==> config.mk <==
export PLATFORM = sky130hd
export DESIGN_NAME = ysyx_25020047_wb_stage
export DESIGN_NICKNAME = d
export VERILOG_FILES = /design/src/rtl/ysyx_25020047_wb_stage.sv
export SDC_FILE = /design/constraint.sdc
export NUM_CORES = 1
export LEC_CHECK = 0
export CAP_MARGIN = 20
export CORE_ASPECT_RATIO = 1.75
export CORE_MARGIN = 8
export CORE_UTILIZATION = 30
export CTS_CLUSTER_DIAMETER = 120
export DETAILED_ROUTE_END_ITERATION = 10
export HOLD_SLACK_MARGIN = 0.02
export PLACE_DENSITY = 0.71
export SLEW_MARGIN = 5
export SYNTH_ARGS = -nofsm -noshare
export SYNTH_HDL_FRONTEND = slang
export SYNTH_SLANG_ARGS = --single-unit
==> constraint.sdc <==
create_clock -name clk -period 2.8 [get_ports clk]
set_input_delay 0.28 -clock clk [delete_from_list [all_inputs] [get_ports clk]]
set_output_delay 0.28 -clock clk [all_outputs]
set_load 0.05 [all_outputs]
==> src/rtl/ysyx_25020047_wb_stage.sv <==
// Registered writeback stage: source select, load alignment/extension,
// next-PC select, retire counting and sticky load-error flag.
module ysyx_25020047_wb_stage #(
  parameter int XLEN   = 32,
  parameter int REG_AW = 5,
  parameter int CNT_W  = 32
) (
  input  logic              clk,
  input  logic              rst,
  input  logic              in_valid,
  output logic              in_ready,
  input  logic [1:0]        wb_sel,
  input  logic              pc_sel,
  input  logic [2:0]        ld_fmt,
  input  logic [2:0]        ld_addr,
  input  logic [REG_AW-1:0] rd,
  input  logic [XLEN-1:0]   result,
  input  logic [XLEN-1:0]   memdata,
  input  logic [XLEN-1:0]   snpc,
  output logic              out_valid,
  input  logic              out_ready,
  output logic              rf_wen,
  output logic [REG_AW-1:0] rf_waddr,
  output logic [XLEN-1:0]   rf_wdata,
  output logic [XLEN-1:0]   dnpc,
  output logic              ld_err,
  output logic [CNT_W-1:0]  retired
);

  localparam logic [2:0] AMASK = (XLEN == 64) ? 3'b111 : 3'b011;
  localparam bit IS64 = (XLEN == 64);

  logic [2:0]      lo;
  logic [5:0]      shamt;
  logic [XLEN-1:0] sh;
  logic [XLEN-1:0] sw;
  logic [XLEN-1:0] zw;
  logic [XLEN-1:0] ld_data;
  logic            mis;
  logic            ill;
  logic            bad;
  logic [XLEN-1:0] wdata_d;
  logic            intent_d;
  logic            intent_q;
  logic            fire_in;
  logic            fire_out;

  assign lo    = ld_addr & AMASK;
  assign shamt = {lo, 3'b000};
  assign sh    = memdata >> shamt;

  // Word-sized extension only differs from the raw lane on RV64.
  generate
    if (XLEN == 64) begin : g_w64
      assign sw = {{(XLEN-32){sh[31]}}, sh[31:0]};
      assign zw = {{(XLEN-32){1'b0}}, sh[31:0]};
    end else begin : g_w32
      assign sw = sh;
      assign zw = sh;
    end
  endgenerate

  always_comb begin
    ld_data = sh;
    unique case (ld_fmt)
      3'b000:  ld_data = {{(XLEN-8){sh[7]}}, sh[7:0]};
      3'b001:  ld_data = {{(XLEN-16){sh[15]}}, sh[15:0]};
      3'b010:  ld_data = sw;
      3'b100:  ld_data = {{(XLEN-8){1'b0}}, sh[7:0]};
      3'b101:  ld_data = {{(XLEN-16){1'b0}}, sh[15:0]};
      3'b110:  ld_data = zw;
      default: ld_data = sh;
    endcase
  end

  always_comb begin
    mis = 1'b0;
    ill = 1'b0;
    unique case (ld_fmt)
      3'b001, 3'b101: mis = lo[0];
      3'b010:         mis = (lo[1:0] != 2'b00);
      3'b110: begin
        mis = (lo[1:0] != 2'b00);
        ill = !IS64;
      end
      3'b011: begin
        mis = (lo != 3'b000);
        ill = !IS64;
      end
      3'b111:  ill = 1'b1;
      default: mis = 1'b0;
    endcase
  end

  assign bad = (wb_sel == 2'd2) && (mis || ill);

  always_comb begin
    wdata_d  = '0;
    intent_d = 1'b0;
    unique case (1'b1)
      (wb_sel == 2'd1): begin
        wdata_d  = result;
        intent_d = 1'b1;
      end
      (wb_sel == 2'd2): begin
        wdata_d  = ld_data;
        intent_d = !bad;
      end
      (wb_sel == 2'd3): begin
        wdata_d  = snpc;
        intent_d = 1'b1;
      end
      default: begin
        wdata_d  = '0;
        intent_d = 1'b0;
      end
    endcase
  end

  assign in_ready = !out_valid || out_ready;
  assign fire_in  = in_valid && in_ready;
  assign fire_out = out_valid && out_ready;

  always_ff @(posedge clk or posedge rst) begin
    if (rst) begin
      out_valid <= 1'b0;
      rf_waddr  <= '0;
      rf_wdata  <= '0;
      dnpc      <= '0;
      intent_q  <= 1'b0;
      ld_err    <= 1'b0;
      retired   <= '0;
    end else begin
      if (fire_in) begin
        out_valid <= 1'b1;
        rf_waddr  <= rd;
        rf_wdata  <= wdata_d;
        dnpc      <= pc_sel ? result : snpc;
        intent_q  <= intent_d;
      end else if (fire_out) begin
        out_valid <= 1'b0;
      end
      if (fire_in && bad) begin
        ld_err <= 1'b1;
      end
      if (fire_out) begin
        retired <= retired + {{(CNT_W-1){1'b0}}, 1'b1};
      end
    end
  end

  assign rf_wen = fire_out && intent_q && (rf_waddr != '0);

endmodule

==> reports/qor.yml <==
outcome: "finished, final reports clean"
synthTopCellsByArea: "dfrtp_1 (46%), mux2i_1 (8.5%), nand2_1 (6.4%), mux2_2 (5.2%), nand3_1 (4.1%)"
drc: 0
core-area_um2: 18580
ys.flop_type: "dfrtp_1"
leakagePower_nw: 3.678
synth_top_cell_area_share_pct: 45.92
rsz0062_at_grt: "false"
r2r_end: "retired[30]$_DFFE_PP0P_"
routabilityCongestion: 0.8245
cp-endpoint: "in_ready"
hold_path_class: "input pin to async pin"
finalCritPeriodShare_pct: 82.89
synth_edf_count: 0
crit_required_ns: 2.52
path_max_fanout: 6
startpoint: "out_ready"
fp.dieW_um: 119.9
postRouteAntennaNets: 0
rrSetupSlack_ns: 0.76
drive_gt1_share_pct: 10.19
arrival_ns: 2.04
r2r_cells: 5
antenna_found_initial: 1
avgSynthCellArea_um2: 10.03
vdd_drop_max_uv: 521.1
via_count: 5108
grt_max_degree: 67
root_buffer: "clkbuf_16"
cts_setup_buffers: 0
synthMuxAreaShare_pct: 16.82
crit_path_start_kind: "input pin"
die_y_um: 197.8
syn_area_um2: 5668
numCtsBuffers: 9
boundaryPins: 219
drv_cap: 0
async_flop_share_pct: 100.0
final_common_cell: "clkdlybuf4s50_1"
fill_cells: 1792
clk_pin_slew_ns: 0.09
layout_common_cells: "clkdlybuf4s50_1 (215), dfrtp_1 (104), nand2_1 (96), mux2i_1 (48), nand3_1 (46)"
grt_pass1_vias: 5440
fin_skew_ns: 0.01633
synth_adder_area_share_pct: 0.2208
nets: 885
place_area_um2: 8164
regArea_um2: 2603
vias_per_cell: 5.037
clock_latency_ns: 0.36
cp-end-kind: "output pin"
routed_wl_mm: 20.95
ys_seq_area_share_pct: 45.92
worstSetupPathType: "input pin to output pin"
setup-tns-final_ns: 0
multi_input_area_um2: 2836
synthCells: 565
hpwl_mm: 16.80
fp.dieArea_um2: 23720
floorplan.initialDensity_pct: 30.51
row_count: 66
grt_pass1_wl_mm: 31.34
fmax_mhz: 430.9
slew_headroom_pct: 47.02
yosys.area.top_type: "dfrtp_1"
synth_compound_area_share_pct: 11.24
power.density_nw_per_um2: 583.4
grtUsageTotal_pct: 17.27
power_w: 0.004934
drv_slew: 0
yosys.area_share.simple_pct: 16.69
r2r-start: "retired[0]$_DFFE_PP0P_"
hold_viol_final: 0
dr.pass1.iters: 4
syn2layout_area_growth_pct: 49.23
fin_area_um2: 8458
wl_per_cell_um: 20.66
tightestPinTransition_ns: 0.7930
overflow: 0
fin_hold_ws_ns: 0.4012
cts_hold_buf: 0
synth-xor-area-share_pct: 4.945
syn_nets: 680
h-tree-depth: 3
post_cts_resized: 0
synth_seq_cells: 104
drt_iter0_drc: 298
port_buffers: 217
period_minus_slack_ns: 2.321
cts.sinks: 104
clockBufferDepth: 2
synth_top_family_by_area: "multiplexers"
setup_viol_count_final: 0
cts_tree: "done"
synth_cell_types: 44
yosys_warnings: 0
[cells in the mapped netlist (all sizes together) (8+ instances only)]
master   number
a21oi        11
nor3          8
buf          13
mux4          8
o21ai        33
o211ai        8
o2111ai      16
mux2i        48
dfrtp       104
nor4          8
nand2        97
inv          15
xnor2        11
nand3        46
mux2         26
clkbuf       29
a21o          8
a31oi         8
xor2         21
nor2          8
[power by group]
group | internal [W] | total (W) | switching (W) | leakage, nW
combinational | 0.000685 | 0.00182 | 0.00114 | 2.22
sequential | 0.00169 | 0.00183 | 0.000144 | 1.32
clock | 0.000631 | 0.00128 | 0.000647 | 0.143
[logic make-up after synthesis]
| group | Yosys count |
|---|---|
| and+or+nand+nor | 193 |
| xor gates and xnor gates | 32 |
| DFF | 104 |
| adders and majority gates | 1 |
| AOI/OAI and AO/OA | 96 |
| buffers and inverters | 57 |
| muxes | 82 |
[layer usage]
metal / routed length, um / global-route usage, % / vias up
li1: - / - / 2438
met5: 0 / 0 / -
met4: 663 / 6.837 / 0
met2: 11340 / 32.27 / 153
met3: 1160 / 4.450 / 26
met1: 7786 / 17.84 / 2491
[state kept, by name, summed over array words and instances, names as in the netlist]
signal,cells
dnpc,32
retired,32
rf_wdata,32
rf_waddr,5
intent_q,1
ld_err,1
out_valid,1
[critical path, cell delays in order]
cell and delay, ns:
clkdlybuf4s50_1 0.55, nand2b_1 0.32, clkdlybuf4s50_1 0.89
[cell type report]
type,instances,area share (%)
antenna,1,0.02959
clock buffer,10,2.707
clock inverter,6,0.7396
inverter,15,0.7101
multi-input combinational,404,33.54
sequential,104,30.77
tap,238,3.521
timing repair buffer,236,27.99
[metrics by stage]
step | setup WS [ns] | cells | utilization (%)
4_1_cts | 0.4933 | 1013 | 45.51
3_5_place_dp | 0.4902 | 997 | 43.94
5_1_grt | 0.4443 | 1014 | 45.52
6_report | 0.4790 | 1014 | 45.52
2_1_floorplan | 0.3291 | 565 | -
3_3_place_gp | 0.5068 | 997 | 43.94
[worst min-delay path by stage]
stage	endpoint	cells past startpoint	start	slack, ns
final	dnpc[10]$_DFFE_PP0P_	2	rst	0.40
after global routing	dnpc[4]$_DFFE_PP0P_	3	pc_sel	0.45
after global placement	retired[31]$_DFFE_PP0P_	1	retired[31]$_DFFE_PP0P_	0.46
after CTS	dnpc[3]$_DFFE_PP0P_	3	pc_sel	0.40
after detailed placement	rf_wdata[0]$_DFFE_PP0P_	1	rf_wdata[0]$_DFFE_PP0P_	0.47
after floorplan	rf_waddr[0]$_DFFE_PP0P_	2	rd[0]	0.39
Note: power is estimated with default switching activity, not from simulation.
